## src/rtl/unidad_busqueda.sv

```systemverilog
// Instruction-fetch stage: PC, IF/ID register, stall/branch/halt handling.
// Optional retired-fetch counter enabled by defining UNIDAD_BUSQUEDA_CONTADOR_EN.
module unidad_busqueda #(
  parameter int unsigned            ANCHO_DIR = 8,
  parameter logic [ANCHO_DIR-1:0]   PC_INICIO = '0,
  parameter logic [31:0]            INST_HALT = 32'hFFFF_FFFF
) (
  input  logic                 clk,
  input  logic                 rst,
  input  logic                 stall,
  input  logic                 salto_en,
  input  logic [ANCHO_DIR-1:0] salto_dir,
  input  logic [31:0]          inst_mem,
  output logic [ANCHO_DIR-1:0] dir,
  output logic [31:0]          inst_if_id,
  output logic [ANCHO_DIR-1:0] pc4_if_id,
  output logic                 valido,
  output logic                 detenido,
`ifdef UNIDAD_BUSQUEDA_CONTADOR_EN
  output logic [15:0]          cuenta_inst,
`endif
  output logic                 err_alineacion
);

  typedef enum logic [1:0] {
    ARRANQUE = 2'd0,
    BUSQUEDA = 2'd1,
    DETENIDO = 2'd2
  } estado_t;

  estado_t              estado;
  logic [ANCHO_DIR-1:0] pc;
  logic [ANCHO_DIR-1:0] pc_mas4;
  logic [ANCHO_DIR-1:0] objetivo;

  assign dir      = pc;
  assign pc_mas4  = ANCHO_DIR'(pc + ANCHO_DIR'(4));
  assign objetivo = {salto_dir[ANCHO_DIR-1:2], 2'b00};

  // Branch beats stall beats normal fetch; halt word freezes the stage.
  always_ff @(posedge clk or posedge rst) begin
    if (rst) begin
      estado         <= ARRANQUE;
      pc             <= PC_INICIO;
      inst_if_id     <= '0;
      pc4_if_id      <= '0;
      valido         <= 1'b0;
      detenido       <= 1'b0;
      err_alineacion <= 1'b0;
`ifdef UNIDAD_BUSQUEDA_CONTADOR_EN
      cuenta_inst    <= '0;
`endif
    end else begin
      case (estado)
        ARRANQUE: estado <= BUSQUEDA;
        BUSQUEDA: begin
          if (salto_en) begin
            pc         <= objetivo;
            inst_if_id <= '0;
            valido     <= 1'b0;
            if (salto_dir[1:0] != 2'b00) err_alineacion <= 1'b1;
          end else if (!stall) begin
            if (inst_mem == INST_HALT) begin
              inst_if_id <= '0;
              valido     <= 1'b0;
              detenido   <= 1'b1;
              estado     <= DETENIDO;
            end else begin
              inst_if_id <= inst_mem;
              pc4_if_id  <= pc_mas4;
              valido     <= 1'b1;
              pc         <= pc_mas4;
`ifdef UNIDAD_BUSQUEDA_CONTADOR_EN
              if (cuenta_inst != 16'hFFFF) cuenta_inst <= 16'(cuenta_inst + 16'd1);
`endif
            end
          end
        end
        DETENIDO: estado <= DETENIDO;
        default:  estado <= ARRANQUE;
      endcase
    end
  end

endmodule

```

## config.mk

```make
export PLATFORM = sky130hd
export DESIGN_NAME = unidad_busqueda
export DESIGN_NICKNAME = d
export VERILOG_FILES = /design/src/rtl/unidad_busqueda.sv
export SDC_FILE = /design/constraint.sdc
export NUM_CORES = 1
export LEC_CHECK = 0
export CAP_MARGIN = 0
export CORE_MARGIN = 1
export CORE_UTILIZATION = 44
export CTS_CLUSTER_SIZE = 25
export DETAILED_ROUTE_END_ITERATION = 8
export GPL_TIMING_DRIVEN = 0
export PLACE_DENSITY = 0.89
export REMOVE_ABC_BUFFERS = 1
export SETUP_SLACK_MARGIN = 0.3
export SYNTH_ARGS = -nofsm -noshare
export SYNTH_HDL_FRONTEND = slang
export SYNTH_SLANG_ARGS = --single-unit
```

## constraint.sdc

```tcl
create_clock -name clk -period 3.8 [get_ports clk]
set_input_delay 0.76 -clock clk [delete_from_list [all_inputs] [get_ports clk]]
set_output_delay 0.76 -clock clk [all_outputs]
set_load 0.02 [all_outputs]
```

==> impl_metrics.toml, run 1 <==
[run_status]
failed_checks = "DRC"
status = "finished, violations left"

[logic_synthesis]
synth_top_area_share_pct = 59.2
synth_seq_cells = 49
synth_area_sq_mm = 0.00207
avgSynthCellArea_sq_um = 12.6
synth_area_leaders = "dfrtp_1, a22o_1, mux2_1"
synth_cell_types = 30
async_flop_share_pct = 100
synth_warnings = 0
synth_ff_type = "dfrtp_1"
post-synth-top-area-cell = "dfrtp_1"
ys_seq_area_share_pct = 59.2
synthCells = 164
synth_edf_count = 0

[power_and_ir_drop]
pwr_density_cell_mw_per_mm2 = 424
finalPower_uw = 1340
ir_drop_mv = 0.213
p_leak_uw = 0.00137

[placed_design]
place_congestion = 0.755
dp_slack_ns = 0.793
hpwl_um = 3580
placed_cell_area_sq_mm = 0.00306
port_buffers = 90

[flow_run]
drv_cap = 0

[final_layout]
final_common_cell = "clkdlybuf4s50_1"
drive_gt1_share_pct = 8.59
n_antenna_cell = 0
post-route-util_pct = 70.8
areaGrowthSynthToFinish_pct = 52.0
final_cell_mix = "clkdlybuf4s50_1, dfrtp_1, a22o_1, nand4_1, nand2_1"
fin_nets = 302
design_area_sq_mm = 0.00315

[floorplanning]
die_area_sq_mm = 0.00498
io_pins = 95
num_rows = 24
core_sq_mm = 0.00444
start_util_pct = 46.6
die_w_um = 70.6
die_y_um = 70.6

[sta]
setup_violations = 0
layout_min_cycle_time_ns = 2.66
slew_headroom_pct = 55.2
slew_violations = 0
clock_skew_ns = 0.00752
tightest_slew_ns = 0.672
rsz0062_at_grt = "false"
fin_ws_ns = 1.14
timing.fmax_mhz = 375
fin_tns_setup_ns = 0
fin_crit_sh_pct = 70.1
hold_viol = 0

[clock_tree]
clk_latency_ns = 0.30
clkTransAtPathRegs_ns = 0.08
cts.htree.levels = 2
clock_path_buffers = 2
cts_tree = "yes"
hold_buffers = 0
cts_buffers = 5
cts_resized = 0
cts_root_buffer = "clkbuf_8"
cts_setup_buffers = 0
clock_sinks = 49

[grt]
antenna_found_initial = 0
grt_pass1_vias = 1660
grt_pass1_wl_um = 7870
grt-ovfl-total = 0
grt_max_degree = 28
track_usage_pct = 20.3

[critical_path]
critPathBufInv = 1
slowest_delay_ns = 0.51
crit_family = "simple AND/OR/NAND/NOR gates"
cpMaxStageDelayCell = "nor4_2"
path_max_fanout = 5
arrival_ns = 2.85
worstSetupPathType = "in2reg"
cp.required_ns = 3.99
crit_path_end_kind = "register"
worst_setup_path_start_kind = "input pin"
worstPathCellList = "clkdlybuf4s50_1 -> nand4_1 -> nor4_2 -> a21oi_1 -> a21oi_2 -> mux2_2"

[drt]
firstDrtPassIters = 6
drc = 15
wl_per_cell_um = 15.5
num_vias = 1663
drt_first_iter_violations = 149
antenna_left = 0
drt-total-wl_um = 4790
avgViaCountPerCell = 5.40

[min_path]
min_path_type = "reg2reg"
## layout make-up
type | instances | area, sq um
Timing Repair Buffer | 94 | 966
Inverter | 7 | 26.3
Clock buffer | 5 | 68.8
Multi-Input combinational cell | 98 | 778
Tap cell | 52 | 65.1
Clock inverter | 3 | 17.5
Sequential cell | 49 | 1230
Fill cell | 324 | 1300
## cells in the mapped netlist, drive strengths merged (3+ instances only)
cell type and n:
dfrtp 49, clkbuf 6, buf 7, nor2 3
inv 7, mux2i 4, mux2 10, nand4 8
a22o 32, nand3 3, a21oi 6, nand2 7
o22ai 3, ha 3
## stage by stage
stage          cells  hold WS [ns]
2_1_floorplan    154         0.464
3_3_place_gp     296         0.456
3_5_place_dp     300         0.464
4_1_cts          308         0.492
5_1_grt          308         0.506
6_report         308         0.486
## final timing paths
| check | start | endpoint | slack (ns) | cells past startpoint |
|---|---|---|---|---|
| setup / recovery | inst_mem[0] | dir[3]$_DFFE_PP0P_ | 1.14 | 6 |
| hold / removal | err_alineacion$_DFFE_PP0P_ | err_alineacion$_DFFE_PP0P_ | 0.49 | 1 |
| setup reg to reg | estado[1]$_DFFE_PP0P_ | pc4_if_id[3]$_DFFE_PP0P_ | 1.61 | 6 |
| hold reg to reg | err_alineacion$_DFFE_PP0P_ | err_alineacion$_DFFE_PP0P_ | 0.49 | 1 |
| max in group asynchronous | rst | inst_if_id[6]$_DFFE_PP0P_ | 2.48 | 3 |
| min in group asynchronous | rst | pc4_if_id[5]$_DFFE_PP0P_ | 0.81 | 2 |
## cell families (layout without fill, tap and decap cells)
kind of cell,count (synthesis),in the layout,share of synthesized area [%]
buffers and inverters,20,109,4.53
xor gates and xnor gates,4,4,1.69
AOI/OAI and AO/OA,48,48,18.5
muxes,14,14,7.37
adders and majority gates,3,3,1.81
other,1,4,0.181
DFF,49,49,59.2
and+or+nand+nor,25,25,6.71
## sequential cells by signal, indices dropped and copies added (netlist names)
name	cells
err_alineacion	1
dir	6
estado	2
valido	1
detenido	1
pc4_if_id	6
inst_if_id	32
## power breakdown
part | switching (uW) | internal, uW | total [uW]
registers | 49.2 | 584 | 633
logic | 191 | 214 | 405
clock network | 171 | 127 | 298
## per-layer routing
metal,up-vias,share of wire (%),GRT usage [%]
li1,782,-,-
met1,796,45,27.3
met3,11,6.2,4.84
met2,74,47,32.5
met4,0,1.8,7.33
met5,-,0,0
(Power assumes the default switching activity.)
==> run 2: changes to the inputs <==
--- a/config.mk
+++ b/config.mk
@@ -7,11 +7,11 @@
 export LEC_CHECK = 0
 export CAP_MARGIN = 0
 export CORE_MARGIN = 1
-export CORE_UTILIZATION = 44
+export CORE_UTILIZATION = 37
 export CTS_CLUSTER_SIZE = 25
 export DETAILED_ROUTE_END_ITERATION = 8
 export GPL_TIMING_DRIVEN = 0
-export PLACE_DENSITY = 0.89
+export PLACE_DENSITY = 0.81
 export REMOVE_ABC_BUFFERS = 1
 export SETUP_SLACK_MARGIN = 0.3
 export SYNTH_ARGS = -nofsm -noshare
==> constraint.sdc (replaced) <==
create_clock -name clk -period 2.15 [get_ports clk]
set_input_delay 0.43 -clock clk [delete_from_list [all_inputs] [get_ports clk]]
set_output_delay 0.43 -clock clk [all_outputs]
set_load 0.02 [all_outputs]
==> impl_metrics.toml, run 2 (same netlist as run 1, synthesis figures left out) <==
[power_and_ir_drop]
finalPower_uw = 2350
p_leak_uw = 0.00152
pwr_density_cell_mw_per_mm2 = 718
ir_drop_mv = 0.349

[placed_design]
place_congestion = 0.707
placed_cells = 317
hpwl_um = 3730
port_buffers = 90
dp_slack_ns = -0.521
placed_cell_area_sq_mm = 0.00309

[grt]
grt_max_degree = 30
track_usage_pct = 18.7
antenna_found_initial = 0
grt_pass1_wl_um = 8560
grt-ovfl-total = 0
grt_pass1_vias = 1785

[critical_path]
worstPathCellList = "dlygate4sd2_1 -> nand4_1 -> nor4_4 -> buf_4 -> a211oi_4 -> buf_6 -> bufbuf_16 -> a22o_1"
worstSetupPathType = "in2reg"
path_max_fanout = 10
worst_setup_path_start_kind = "input pin"
cpMaxStageDelayCell = "nor4_4"
arrival_ns = 1.99
slowest_delay_ns = 0.30
crit_path_end_kind = "register"
cp.required_ns = 2.34

[sta]
clock_skew_ns = 0.00508
layout_min_cycle_time_ns = 1.81
hold_viol = 0
slew_violations = 0
fin_ws_ns = 0.344
rsz0062_at_grt = "true"
setup_violations = 0
timing.fmax_mhz = 554
tightest_slew_ns = 0.577
fin_crit_sh_pct = 84.0
slew_headroom_pct = 61.5

[final_layout]
layout.cells.non_filler = 336
largest_reg_flops = 32
areaGrowthSynthToFinish_pct = 58.3
largest_register = "inst_if_id"
design_area_sq_mm = 0.00328
fin_nets = 312
drive_gt1_share_pct = 16.5
final_cell_mix = "clkdlybuf4s50_1, dfrtp_1, a22o_1, dlygate4sd2_1, clkbuf_2"
n_antenna_cell = 0
fillCellCount = 423
final_common_cell = "clkdlybuf4s50_1"

[drt]
drt-total-wl_um = 5270
wl_per_cell_um = 15.7
drt_first_iter_violations = 64
avgViaCountPerCell = 5.08
firstDrtPassIters = 4
antenna_left = 0
drc = 0
num_vias = 1707

[clock_tree]
cts_buffers = 5
clk_latency_ns = 0.29
clkTransAtPathRegs_ns = 0.09
cts_tree = "yes"
clock_sinks = 49
cts_root_buffer = "clkbuf_8"
cts.htree.levels = 2
clock_path_buffers = 2

[flow_run]
drv_cap = 0

[floorplanning]
core_sq_mm = 0.00524
num_rows = 26
die_y_um = 76.8
die_area_sq_mm = 0.00590
start_util_pct = 39.5
die_w_um = 76.8
io_pins = 95

[min_path]
min_path_type = "in2reg"

[run_status]
status = "finished, final reports clean"
run 2: metrics by stage:
step / util (%) / setup TNS (ns) / hold slack, ns
floorplan: - / -55.18 / 0.464
global placement: 57.3 / -142.75 / 0.450
detailed placement: 59.1 / -15.63 / 0.450
CTS: 63.0 / 0 / 0.467
global route: 62.6 / 0 / 0.363
finish: 62.6 / 0 / 0.370
run 2: cell type report:
type                            count  area (sq um)  share of cell area (%)
Timing Repair Buffer              104          1030                    31.6
Multi-Input combinational cell     98           820                    25.0
Sequential cell                    49          1230                    37.4
Clock buffer                        7          76.3                    2.33
Clock inverter                      1          7.51                   0.229
Tap cell                           70          87.6                    2.67
Inverter                            7          26.3                   0.802
run 2: worst paths after layout:
path | depth (start not counted) | startpoint | endpoint | slack [ns]
max reg2reg | 7 | estado[1]$_DFFE_PP0P_ | inst_if_id[14]$_DFFE_PP0P_ | 0.46
max | 8 | inst_mem[18] | inst_if_id[22]$_DFFE_PP0P_ | 0.34
min reg2reg | 1 | detenido$_DFFE_PP0P_ | detenido$_DFFE_PP0P_ | 0.46
min | 2 | inst_mem[2] | inst_if_id[2]$_DFFE_PP0P_ | 0.37
min in group asynchronous | 2 | rst | inst_if_id[18]$_DFFE_PP0P_ | 0.46
max in group asynchronous | 3 | rst | valido$_DFFE_PP0P_ | 1.18
run 2: per-layer routing:
metal | share of wire [%] | routed length, um | up-vias | global-route usage (%)
met2 | 49 | 2560 | 66 | 31.5
met1 | 45 | 2370 | 831 | 24.2
met4 | 0.97 | 51 | 0 | 5.19
met5 | 0 | 0 | - | 0
li1 | - | - | 802 | -
met3 | 5.5 | 289 | 8 | 4.17
run 2: power by group:
group	switching, uW	internal [uW]	total (uW)
clock network	290	231	520
logic	343	373	716
registers	85.7	1030	1120
total	718	1640	2350
run 2: what timing repair did:
| item | 4_1_cts | 5_1_grt |
|---|---|---|
| resized for setup | 42 | 34 |
| setup buffers | 10 | 0 |
| hold buffers | 0 | 0 |
| gates cloned | 1 | 0 |
| pin swaps | 15 | 8 |
| endpoints found under the setup margin | 48 | 21 |
run 2: critical path, delay by kind of cell:
| family | cells | cell delay (ns) |
|---|---|---|
| buffers and inverters | 4 | 0.81 |
| and+or+nand+nor | 2 | 0.46 |
| AOI/OAI and AO/OA | 2 | 0.29 |
==> RTL edit (settings of run 1) <==
Build with the macro `UNIDAD_BUSQUEDA_CONTADOR_EN` defined.
--- a/src/rtl/unidad_busqueda.sv
+++ b/src/rtl/unidad_busqueda.sv
@@ -2,2 +2,4 @@
 // Optional retired-fetch counter enabled by defining UNIDAD_BUSQUEDA_CONTADOR_EN.
+`define UNIDAD_BUSQUEDA_CONTADOR_EN
+
 module unidad_busqueda #(
Check against the original RTL (old outputs only; new: cuenta_inst): equivalent (Yosys induction, for registers that start in step).
==> RTL edit against run 1 <==
- the flow now finishes without violations
- synthesized area up 39%
- sequential cell count up 16
- combinational power up 29%
- synthesized cell count up 56%
- clock power up 150%
- routed wire length up 52%
- power up 58%
- worst setup slack worse by 110 ps
- fmax down 4.0%
- final area up 36%
- critical path type unchanged
- critical endpoint is now dir[2]
- largest cell class unchanged
- largest power group unchanged
- highest routed layer unchanged
==> RTL edit: results (changes against run 1) <==
* Worst reg2reg startpoint: estado[1]
* Cell Area, Placed at 4040 sq um (+32%)
* FF-to-FF path depth at 6 (unchanged)
* Worst skew pair latency at 330 ps (+30 ps)
* Worst Min Path Start: pc4_if_id[2]
* Drt pass-1 iters at 4 (-2)
* Setup WS pre-CTS at 712 ps (-80.3 ps)
* Largest net degree at the start of global routing at 38 (+36%)
* Reg-to-reg endpoint: cuenta_inst[1]
* CP max FO at 11 (+6)
* Fill cells at 466 (+44%)
* Worst-Margin Slew at 923 ps (+251 ps)
* Global Route Usage Sum at 22.4% (+2.1 points)
* PostCTS Resize Cnt at 0 (unchanged)
* Top routing layer used: met4
* Post-synthesis sequential area ratio at 56.5% (-2.7 points)
* VDD IR max at 0.000331 V (+56%)
* First-pass GRT wire length at 12.3 mm (+57%)
* Via density at 5.57 (+3.2%)
* Routed wl met2 at 3.48 mm (+55%)
* Gp weighted congestion at 0.773 (+2.3%)
* Hold path cells at 1 (unchanged)
* DR WL met3 at 496 um (+67%)
* Root Buffer: clkbuf_8
* PortBufs at 106 (+18%)
* H-tree level count at 3 (+1)
* Outcome: completed
* Largest registers: inst_if_id (32), cuenta_inst (16)
* Worst Hold Endpoint: pc4_if_id[2]
* Share of layout cells above drive strength 1 at 7.88% (-0.71 points)
* Clock Path Buffers at 2 (unchanged)
* N_diodes at 0 (unchanged)
* CTS buffer count at 9 (+4)
* WL/cell at 16.4 um (+5.2%)
* Top post-synthesis cells by count: dfrtp_1 (65), a22o_1 (27), nand2_1 (25)
* FF-to-FF setup slack at 1540 ps (-70 ps)
* Top Family by Delay on Critical Path: compound AO/OA/AOI/OAI gates
* Leakage power at 0.00186 uW (+36%)
* WL met1 at 3.22 mm (+49%)
* Initial antenna violation count at 0 (unchanged)
* Worst Clk Skew at 6.68 ps (-0.841 ps)
* First DRT Iteration DRCs at 85 (-43%)
* Vias in the first global route at 2488 (+50%)
* Nets@finish at 411 (+36%)
* CP max stage cell: clkdlybuf4s50_1
* Post-synth cell types at 43 (+43%)
* Top cells by area, synth: dfrtp_1 (57%), a22o_1 (8.2%), xnor2_1 (3.3%)
* Slowest stage delay, CP at 830 ps (+320 ps)
* Detailed placement HPWL at 5.16 mm (+44%)
[RTL edit: worst max-delay path by stage]
stage	start	endpoint	slack, ps
finish	salto_en	dir[2]	1020
global route	salto_en	dir[2]	860
CTS	salto_en	dir[2]	1070
detailed placement	salto_en	dir[2]	710
global placement	salto_en	dir[7]	-890
floorplan	stall	dir[4]	820
[RTL edit: kinds of logic after synthesis]
kind of cell / share of synthesized area [%]
compound gates: 15.2
buf+inv: 3.52
other cells: 0.130
fa+ha+maj: 1.74
flops: 56.5
mux: 1.52
simple gates: 15.8
xor+xnor: 5.48
[RTL edit: cell type report]
| class | count | area (sq um) | area share, % |
|---|---|---|---|
| Clock buffer | 10 | 138 | 3.21 |
| Clock inverter | 6 | 114 | 2.66 |
| Inverter | 5 | 18.8 | 0.438 |
| Multi-Input combinational cell | 173 | 1180 | 27.5 |
| Sequential cell | 65 | 1630 | 37.9 |
| Tap cell | 77 | 96.3 | 2.25 |
| Timing Repair Buffer | 109 | 1120 | 26.0 |
[RTL edit: report_power, final]
| group | internal, uW | total, uW | switching [uW] |
|---|---|---|---|
| Clock | 456 | 735 | 279 |
| Sequential | 773 | 855 | 81.9 |
| Combinational | 263 | 523 | 260 |
| Total | 1490 | 2110 | 621 |
[RTL edit: routing by layer]
layer / track usage, % / vias to the layer above
met2: 36.2 / 99
li1: - / 1140
met4: 7.68 / 0
met5: 0 / -
met3: 4.77 / 8
met1: 30.0 / 1232
[RTL edit: per-stage QoR]
step	utilization (%)	std cells	hold WS [ps]
floorplan	-	243	464
global placement	62.8	426	453
detailed placement	63.9	429	469
CTS	67.9	445	486
global route	67.9	445	497
finish	67.9	445	485
